==> src/rtl/tone_synth.sv <==
// Tone synthesiser: phase accumulator + ADSR-style envelope -> square sample + PWM.
// Ports: clk_i, reset_i (sync, active-low), fstep_i (phase step, 0 = off),
//        sample_o/sample_valid_o (8-bit sample + update strobe), pwm_o, active_o.
module tone_synth #(
    parameter int unsigned SAMPLE_DIV_P   = 256,
    parameter int unsigned ATTACK_STEP_P  = 4,
    parameter int unsigned RELEASE_STEP_P = 2
) (
    input  logic        clk_i,
    input  logic        reset_i,
    input  logic [31:0] fstep_i,
    output logic [7:0]  sample_o,
    output logic        sample_valid_o,
    output logic        pwm_o,
    output logic        active_o
);

    localparam int unsigned DIV_W = $clog2(SAMPLE_DIV_P);
    localparam logic [DIV_W-1:0] DIV_LAST = DIV_W'(SAMPLE_DIV_P - 1);

    typedef enum logic [1:0] {
        ST_IDLE,
        ST_ATTACK,
        ST_SUSTAIN,
        ST_RELEASE
    } env_state_e;

    env_state_e       state_q, state_d;
    logic [DIV_W-1:0] div_cnt_q, div_cnt_d;
    logic [31:0]      phase_q, phase_d;
    logic [7:0]       amp_q, amp_d;
    logic             tick_q, tick_d;
    logic [7:0]       sample_q, sample_d;
    logic             valid_q, valid_d;
    logic [7:0]       pwm_cnt_q, pwm_cnt_d;
    logic             pwm_q, pwm_d;

    logic        tick;
    logic        note_on;
    logic [32:0] up_sum;
    logic [7:0]  amp_up;
    logic [7:0]  amp_dn;

    assign tick    = (div_cnt_q == DIV_LAST);
    assign note_on = (fstep_i != 32'd0);

    // Saturating envelope steps; widened so large step parameters cannot wrap.
    assign up_sum = 33'(amp_q) + 33'(ATTACK_STEP_P);
    assign amp_up = (up_sum > 33'd255) ? 8'hFF : up_sum[7:0];
    assign amp_dn = (32'(amp_q) > RELEASE_STEP_P)
                  ? (amp_q - 8'(RELEASE_STEP_P)) : 8'd0;

    always_comb begin
        state_d   = state_q;
        amp_d     = amp_q;
        phase_d   = phase_q;
        div_cnt_d = tick ? '0 : div_cnt_q + DIV_W'(1);
        tick_d    = tick;
        valid_d   = tick_q;
        sample_d  = sample_q;
        pwm_cnt_d = pwm_cnt_q + 8'd1;
        pwm_d     = (pwm_cnt_q < sample_q);

        // Sample is taken one edge after the tick edge, from the updated
        // phase and amplitude.
        if (tick_q) begin
            sample_d = phase_q[31] ? amp_q : 8'd0;
        end

        if (tick) begin
            unique case (state_q)
                ST_IDLE: begin
                    if (note_on) begin
                        state_d = ST_ATTACK;
                        amp_d   = amp_up;
                    end
                end
                ST_ATTACK: begin
                    if (!note_on) begin
                        state_d = ST_RELEASE;
                        amp_d   = amp_dn;
                    end else begin
                        amp_d = amp_up;
                        if (amp_up == 8'hFF) begin
                            state_d = ST_SUSTAIN;
                        end
                    end
                end
                ST_SUSTAIN: begin
                    amp_d = 8'hFF;
                    if (!note_on) begin
                        state_d = ST_RELEASE;
                        amp_d   = amp_dn;
                    end
                end
                ST_RELEASE: begin
                    if (note_on) begin
                        state_d = ST_ATTACK;
                        amp_d   = amp_up;
                    end else begin
                        amp_d = amp_dn;
                        if (amp_dn == 8'd0) begin
                            state_d = ST_IDLE;
                        end
                    end
                end
                default: begin
                    state_d = ST_IDLE;
                    amp_d   = 8'd0;
                end
            endcase

            phase_d = (state_d == ST_IDLE) ? 32'd0 : phase_q + fstep_i;
        end
    end

    always_ff @(posedge clk_i) begin
        if (!reset_i) begin
            state_q   <= ST_IDLE;
            div_cnt_q <= '0;
            phase_q   <= 32'd0;
            amp_q     <= 8'd0;
            tick_q    <= 1'b0;
            sample_q  <= 8'd0;
            valid_q   <= 1'b0;
            pwm_cnt_q <= 8'd0;
            pwm_q     <= 1'b0;
        end else begin
            state_q   <= state_d;
            div_cnt_q <= div_cnt_d;
            phase_q   <= phase_d;
            amp_q     <= amp_d;
            tick_q    <= tick_d;
            sample_q  <= sample_d;
            valid_q   <= valid_d;
            pwm_cnt_q <= pwm_cnt_d;
            pwm_q     <= pwm_d;
        end
    end

    assign sample_o       = sample_q;
    assign sample_valid_o = valid_q;
    assign pwm_o          = pwm_q;
    assign active_o       = (state_q != ST_IDLE);

endmodule

==> config.mk <==
export PLATFORM = sky130hd
export DESIGN_NAME = tone_synth
export DESIGN_NICKNAME = d
export VERILOG_FILES = /design/src/rtl/tone_synth.sv
export SDC_FILE = /design/constraint.sdc
export NUM_CORES = 1
export LEC_CHECK = 0
export ABC_AREA = 1
export BUFFER_PORTS_ARGS = -buffer_cell sky130_fd_sc_hd__buf_2
export CAP_MARGIN = 20
export CORE_UTILIZATION = 55
export DETAILED_ROUTE_END_ITERATION = 10
export HOLD_SLACK_MARGIN = 0.12
export PLACE_DENSITY = 0.75
export RECOVER_POWER = 25
export SYNTH_ARGS = -nofsm -noshare
export SYNTH_HDL_FRONTEND = slang
export SYNTH_SLANG_ARGS = --single-unit
==> constraint.sdc <==
create_clock -name clk_i -period 2.52 [get_ports clk_i]
set_input_delay 0.378 -clock clk_i [delete_from_list [all_inputs] [get_ports clk_i]]
set_output_delay 0.378 -clock clk_i [all_outputs]
set_load 0.01 [all_outputs]
Word level (Yosys, flattened, before mapping). Cells that the tools add are included.

Add/subtract/negate cells: 5. Multiplexer cells: 16. Reduce and logical (&&, ||, !) cells: 8. Bitwise operators: 1. Equal/unequal tests: 6. Order comparisons: 3.

Operator list (number): 8-bit 2-to-1 mux (6); 32-bit adder (1); 32-bit 2-to-1 mux (1); 32-bit nonzero test (1); 8-bit case mux with 3 select lines (1); 8-bit by 1-bit adder with 8-bit output, second input constant (2); 8-bit == test, second input constant (2); 2-bit 2-to-1 mux (7); 8-bit by 3-bit adder with 9-bit output, second input constant (1); 9-bit by 8-bit > comparator with 1-bit output, second input constant (1); 8-bit by 2-bit > comparator with 1-bit output, second input constant (1); 8-bit logical NOT (1); 8-bit < comparator (1); 2-bit case mux with 4 select lines (1); 8-bit by 2-bit subtractor with 8-bit output, second input constant (1); 2-bit == test, second input constant (2); 2-bit logical NOT (2); 2-bit OR reduction (2); 2-bit by 1-bit == test with 1-bit output, second input constant (1); 2-bit inequality test, second input constant (1); 2-bit AND reduction (1); 2-bit nonzero test (1); 1-bit inverter (1).

Output and inout port bits: 11. Word-level logic and storage cells: 48. Bits of input ports: 34. Bits in registers: 69.

Depth between registers and ports, before layout. Gate-level depths: netlist of run 1.

Word-level depth: 10. Gate-level depth with buffers: 20. Mapped depth without buffers: 19.

Least setup slack after synthesis of run 1. OpenSTA, ideal clock, no wires.

Kind: input to register. From: input port fstep_i[2]. To: register phase_q[17]. Data required time: 2.408 ns. Stages: 10. Data arrival time: 2.058 ns. Setup time: 0.112 ns. Buffers on the path: 0. Path slack: 0.350 ns. Cells stage by stage: ha_1 > a21oi_1 > nand2_1 > a21boi_0 > o21ai_0 > a21oi_1 > o21bai_1 > or2_2 > nand3_2 > nand2_1.

Longest elaborated chain between the ends: 6. Elaborated cells between the ends (all ways): 10. Those cells by class: add/sub (1); mux (7); reduce/logical (2).

RTL lines: from (decl) (line 11) `input logic [31:0] fstep_i,`; parallel branches: the longest is 5 deep, another holds 32-bit adder; 32-bit 2-to-1 mux * (line 113) `phase_d = (state_d == ST_IDLE) ? 32'd0 : phase_q + fstep_i;`; to (signal assigned) (line 131) `phase_q <= phase_d;`; to (decl) (line 30) `logic [31:0] phase_q, phase_d;`.

Mark *: on every way between the ends. The select of a mux whose other input is x is not followed. A chain may end at the register's enable or synchronous reset.

Worst setup path after layout of run 1.
From: register amp_q[3]. To: register phase_q[13].

Longest elaborated chain between the ends: 10. Elaborated cells between the ends (all ways): 16. Those cells by class: add/sub (2); order compare (2); eq/ne (1); mux (9); reduce/logical (2).

RTL lines: from (decl) (line 31) `logic [7:0] amp_q, amp_d;`; from (signal assigned) (line 132) `amp_q <= amp_d;`; 8-bit by 3-bit adder with 9-bit output (line 48) `assign up_sum = 33'(amp_q) + 33'(ATTACK_STEP_P);`; 9-bit by 8-bit > comparator with 1-bit output (line 49) `assign amp_up = (up_sum > 33'd255) ? 8'hFF : up_sum[7:0];`; 8-bit 2-to-1 mux (line 49); 8-bit == test (line 84) `if (amp_up == 8'hFF) begin`; 2-bit 2-to-1 mux (line 84); 2-bit 2-to-1 mux (line 79) `if (!note_on) begin`; 2-bit case mux with 4 select lines * (line 71) `unique case (state_q)`; 2-bit 2-to-1 mux * (line 70) `if (tick) begin`; 2-bit logical NOT * (line 113); 32-bit 2-to-1 mux * (line 113).

Mark *: on every way between the ends. The rest lies on a longest branch, timed or not. The select of a mux whose other input is x is not followed.

==> results of run 1 <==
-- worst max-delay path, cell delays in order (launching register included) --
cell and delay (ps):
dfxtp_1 420, inv_1 80, ha_1 310, nand3_1 80, nor2_1 100, nand2_1 50, nor2_1 100, nand3_2 120
nand3_2 90, nand2_1 60, inv_1 60, nand3_1 60, nand2_1 70, nand2_1 50, nand2_1 70, nand2_2 70
nand2_4 160, buf_12 150, nand3_1 60, nand2_1 50
-- worst max path at each step --
stage	end	depth (start not counted)	start	slack, ps
6_report	phase_q[13]$_SDFFE_PN0P_	19	amp_q[3]$_SDFFE_PN0P_	250
5_1_grt	phase_q[15]$_SDFFE_PN0P_	19	amp_q[3]$_SDFFE_PN0P_	3
4_1_cts	phase_q[13]$_SDFFE_PN0P_	16	amp_q[2]$_SDFFE_PN0P_	230
3_5_place_dp	phase_q[16]$_SDFFE_PN0P_	14	fstep_i[0]	140
3_3_place_gp	phase_q[16]$_SDFFE_PN0P_	14	fstep_i[0]	210
2_1_floorplan	phase_q[17]$_SDFFE_PN0P_	10	fstep_i[2]	350
-- state kept, by name, indices dropped and copies added, names as in the netlist --
signal,flops
phase_q,32
amp_q,8
div_cnt_q,8
pwm_cnt_q,8
sample_o,8
state_q,2
pwm_o,1
sample_valid_o,1
tick_q,1
-- metrics by stage --
step	util, %	instances	cell area, µm²	setup WS, ps
detailed placement	61.94	912	5428	144.4
floorplan	-	758	5026	349.8
CTS	64.83	928	5682	226.4
global route	64.82	928	5680	3.217
global placement	61.94	912	5428	213.7
finish	64.82	928	5680	250.1
-- cell usage after synthesis (all sizes together) (5+ instances only) --
cell    number
nand4       10
a21oi       55
inv         83
ha          45
o32ai        5
xnor2        7
nand3       40
dfxtp       69
buf          5
a31oi        6
o21ai       37
nor3        14
or2          5
xor2        21
clkbuf       7
nand2      228
nor2        87
o21bai       5
-- where the power goes --
group / internal (W) / switching [W] / total, W
logic: 0.0000732 / 0.000123 / 0.000196
clock network: 0.000677 / 0.000501 / 0.00118
registers: 0.00110 / 0.00000661 / 0.00111
-- cell families (layout without fill, tap and decap cells) --
| logic type | Yosys count | in the layout | synth area share [%] |
|---|---|---|---|
| adder cells (fa/ha/maj) | 46 | 46 | 11.60 |
| buffers and inverters | 96 | 158 | 7.991 |
| flip-flops | 69 | 69 | 27.48 |
| AO/OA/AOI/OAI | 128 | 128 | 14.61 |
| AND/OR/NAND/NOR | 391 | 391 | 33.43 |
| XOR/XNOR | 28 | 28 | 4.879 |
-- per-layer routing --
metal  vias to the layer above  track usage [%]  wire, µm
li1                       2607                -         -
met1                      2234            33.65      5493
met2                       145            47.12      5978
met3                        29            4.964       567
met4                         0            9.276       300
met5                         -                0         0
-- final cells by class --
cell class / instances / area [µm²]
Multi-Input combinational cell: 593 / 3251
Fill cell: 809 / 3083
Sequential cell: 69 / 1383
Timing Repair Buffer: 58 / 342.8
Inverter: 84 / 315.3
Tap cell: 108 / 135.1
Clock inverter: 7 / 130.1
Clock buffer: 9 / 123.9
==> run metrics, run 1 <==
H-tree Lvls=3; Yosys top cell area share=27.48%; Hold Path Cell Cnt=4; RR Endpoint=phase_q[13]$_SDFFE_PN0P_; Post-CTS Hold Fix Bufs=0; Area Overhead vs Synth=13.02%; yosys warns=0; Wirelength per Cell=13.30 µm; IO Pins=45; Post-Route WL=12340 µm; Syn Area/Cell=6.631 µm²; Final Max Tran Viols=0; worst min path class=input pin to flop; ANT nets after route=0; DR vias/cell=5.404; commonest non-fill, non-tap cells in the layout=nand2_1 (225), nor2_1 (84), inv_1 (78); commonest non-fill, non-tap cell in the layout=nand2_1; HPWL Detailed=9754 µm; clock skew=10.43 ps; gpl congestion=0.9589; final setup TNS=0 ps; Bufs on Longest Clock Path=2; Skew-Pair Late Insertion Delay=about 360 ps; worst-case reg-to-reg path depth=19; Tcrit/Tclk final=90.07%; worst slew pin tran=650.8 ps; Net count, final=slightly below 900; GRT Residual Overflow=0; Worst slew margin=between 50% and 60%; share of flip-flops with an asynchronous set or reset=0%; final hold slack=roughly 360 ps; max_cap viols=0; num rows=34; Leakage=2.777 nW; worst reg2reg startpoint=amp_q[3]$_SDFFE_PN0P_; initial antenna violation count=0; Synth area leader=dfxtp_1; min-delay src=fstep_i[0]; Final Hold Viols=0; status=finished, final reports clean; Initial DRT Pass Iterations=5; Die Span Y=97.60 µm; Seq/Total Area, Yosys=27.48%; total power=roughly 0.0025 W; Top FF cell, synth=dfxtp_1; # DRC=0; CTS Buf Count=9; CP startpoint kind=flop; vias in the first global route=4807; DR iter-0 viols=~210; clk slew on worst S/H paths=roughly 80 ps; Initial Utilization=57.35%; antenna cells=0; worst-path fanout max=10; Data arrival, critical path=2570 ps; share of cells above drive strength 1=11.83%; hold worst-path end=phase_q[0]$_SDFFE_PN0P_; # Post-CTS Setup Buffers=0; Synth area leaders=dfxtp_1 (27%), nand2_1 (17%), ha_1 (11%); peak supply drop=between 0.2 and 0.25 mV; Fmax achieved=440.6 MHz; clock root buffer=clkbuf_8; Die X=between 90 and 100 µm; global-route wire length before repair=21270 µm; Distinct cells, synth=41; number of port buffers=44; post-synthesis cell count=758; # setup viols final=0; core footprint=8763 µm²; flops & latches, synth=69; overall global routing resource usage=27.16%; critical setup path kind=flop to flop; Final Critical Period=2270 ps; pwr/cell area=436.5 nW/µm²; pin count of the biggest net entering global routing=25; Post-synth EDFFs=0; reg-to-reg slack, setup=250 ps; number of clock sinks=69; critical path required time=2820 ps; critical path endpoint category=flop; Vias=5015; Mapped Area=5026 µm²; CTS tree=yes; RSZ-0062 raised after global routing=no; syn_nets=~840; area of the die=~9500 µm²; post-cts repair resize count=0
Note: power is estimated with default switching activity, not from simulation.
==> inputs of run 2 (changes only) <==
- PLACE_DENSITY: 0.75 -> 0.8
- clock period: 2.52 -> 2.55 ns (I/O delays scaled with it)
==> run 2 against run 1 <==
Against the previous run:
- register-to-register slack lost 40 ps
- die area is the same
- clock power shrank 19%
- total power shrank 9.7%
- maximum frequency shrank 3.0%
- routed wire length grew 5.7%
- first-iteration DRC count grew 15%
- global-route usage grew 0.58 points
- highest routed layer unchanged
==> run metrics, run 2 (synthesis results as in run 1) <==
vias in the first global route=4963 (+3.2%); worst-path fanout max=8 (-2); Final Hold Viols=0 (unchanged); Skew-Pair Late Insertion Delay=360 ps (about the same); # setup viols final=0 (unchanged); Leakage=2.745 nW (-1.1%); fill count=827 (+2.2%); Final Max Tran Viols=0 (unchanged); number of clock sinks=69 (unchanged); pwr/cell area=397.5 nW/µm² (-8.9%); Net count, final=895 (unchanged); worst slew pin tran=628.7 ps (-22.10 ps); Die Span Y=97.60 µm (unchanged); Hold Path Cell Cnt=4 (unchanged); worst-case reg-to-reg path depth=15 (-4); core footprint=8763 µm² (unchanged); # DRC=0 (unchanged); Final Critical Period=2341 ps (+71.21 ps); area of the die=9525 µm² (unchanged); Tcrit/Tclk final=91.81% (+1.7 points); Worst slew margin=58.09% (+1.5 points); final hold slack=360.9 ps (+1.214 ps); Data arrival, critical path=2590 ps (+20 ps); num rows=34 (unchanged); status=finished, final reports clean; placed cell area=5388 µm² (-0.74%); clock root buffer=clkbuf_8; Wirelength per Cell=14.05 µm (+5.7%); peak supply drop=0.2506 mV (+2.3%); overall global routing resource usage=27.74% (+0.58 points); number of port buffers=44 (unchanged); pin count of the biggest net entering global routing=33 (+32%); post-layout instance count excluding filler cells=928 (unchanged); worst min path class=input pin to flop; antenna cells=0 (unchanged); combinational share of power=8.6% (+0.7 points); # Post-CTS Setup Buffers=0 (unchanged); Fmax achieved=427.2 MHz (-3.0%); Initial DRT Pass Iterations=5 (unchanged); Vias=5142 (+2.5%); NetSw=0.0006146 W (-2.6%); Util after Layout=64.31% (-0.51 points); critical setup path kind=flop to flop; Area Overhead vs Synth=12.12%; switch share=27.44% (+2.0 points); Clk pwr share=42.6% (-4.9 points); gpl congestion=0.9324 (-2.8%); post-route cell area=5635 µm² (-0.79%); GRT Residual Overflow=0 (unchanged); DR iter-0 viols=239 (+15%); HPWL Detailed=9857 µm (+1.1%); clock skew=9.573 ps (-0.8578 ps); ANT nets after route=0 (unchanged); CTS Buf Count=9 (unchanged); commonest non-fill, non-tap cells in the layout=nand2_1 (225), nor2_1 (83), inv_1 (80); DR vias/cell=5.541 (+2.5%); Initial Utilization=57.35% (unchanged); H-tree Lvls=3 (unchanged); Top reg by flops=phase_q; IO Pins=45 (unchanged); Post-Route WL=13040 µm (+5.7%); critical path required time=2800 ps (-20 ps); final setup TNS=0 ps (unchanged); CP startpoint kind=flop; max reg flops=32 (unchanged); max_cap viols=0 (unchanged); global-route wire length before repair=21900 µm (+3.0%); Die X=97.60 µm (unchanged); critical path endpoint category=flop; commonest non-fill, non-tap cell in the layout=nand2_1; Bufs on Longest Clock Path=2 (unchanged); Flop pwr share=48.7% (+4.1 points); share of cells above drive strength 1=11.59% (-0.24 points); placed cell count=910 (-0.22%); CTS tree=yes; Int Power=0.001625 W (-12%); clk slew on worst S/H paths=80 ps (about the same); initial antenna violation count=0 (unchanged)
[run 2: cell types whose count changed in the layout (fill, tap and decap cells not counted), moves of 2 or more]
cell | previous run | this run
bufinv_16 | 3 | 1
nand2_4 | 1 | 3
dfxtp_2 | 1 | 3
nand2_2 | 2 | 0
buf_12 | 2 | 0
nand2_8 | 0 | 2
dfxtp_1 | 68 | 66
clkbuf_1 | 6 | 8
inv_2 | 5 | 3
inv_6 | 1 | 3
inv_1 | 78 | 80
[run 2: final cells by class]
type	count	area, µm²	area share (%)
Inverter	84	315.3	5.595
Timing Repair Buffer	56	297.8	5.284
Clock buffer	9	123.9	2.198
Tap cell	108	135.1	2.398
Multi-Input combinational cell	595	3298	58.53
Clock inverter	7	80.08	1.421
Sequential cell	69	1385	24.58
[run 2: power by group through the flow]
stage / Clock (W) / Combinational, W / Sequential [W]
floorplan: 0 / 0.000122 / 0.00112
global placement: 0 / 0.000187 / 0.00112
detailed placement: 0 / 0.000191 / 0.00112
CTS: 0.000976 / 0.000193 / 0.00109
global route: 0.00102 / 0.000218 / 0.00109
finish: 0.000955 / 0.000193 / 0.00109
[run 2: what timing repair did]
action	in CTS	in global routing
hold buffers	0	0
endpoints found under the setup margin	0	32
resized for setup	0	8
[run 2: worst paths after layout]
kind | start | to | slack (ps)
worst max register to register | amp_q[2]$_SDFFE_PN0P_ | phase_q[8]$_SDFFE_PN0P_ | 210
worst max-delay path | amp_q[2]$_SDFFE_PN0P_ | phase_q[8]$_SDFFE_PN0P_ | 210
worst min-delay path | fstep_i[0] | phase_q[0]$_SDFFE_PN0P_ | 360
worst min register to register | phase_q[29]$_SDFFE_PN0P_ | phase_q[29]$_SDFFE_PN0P_ | 460
[run 2: worst max-delay path, stage by stage (launching register included)]
cell and delay [ps]:
dfxtp_2 350, inv_1 100, ha_1 240, nand3_1 160
nor2_4 190, inv_2 70, nand3_1 100, nand3_1 80
nor2_1 110, nand2_1 90, a31oi_1 140, nand2_1 120
nand2_4 180, nand2_4 160, nand2_1 90, nand2_1 50
[run 2: per-stage QoR]
step / power (W) / setup slack [ps]
2_1_floorplan: 0.001239 / 375.3
3_3_place_gp: 0.001305 / 156.6
3_5_place_dp: 0.001309 / 87.41
4_1_cts: 0.002260 / 64.18
5_1_grt: 0.002336 / -1.504
6_report: 0.002240 / 208.9
[run 2: metal layers]
layer,up-vias,track usage [%],share of wire [%]
met2,170,47.93,48
met4,0,12.44,2.4
met5,-,0,0
li1,2609,-,-
met1,2336,34.49,44
met3,27,3.309,5.5
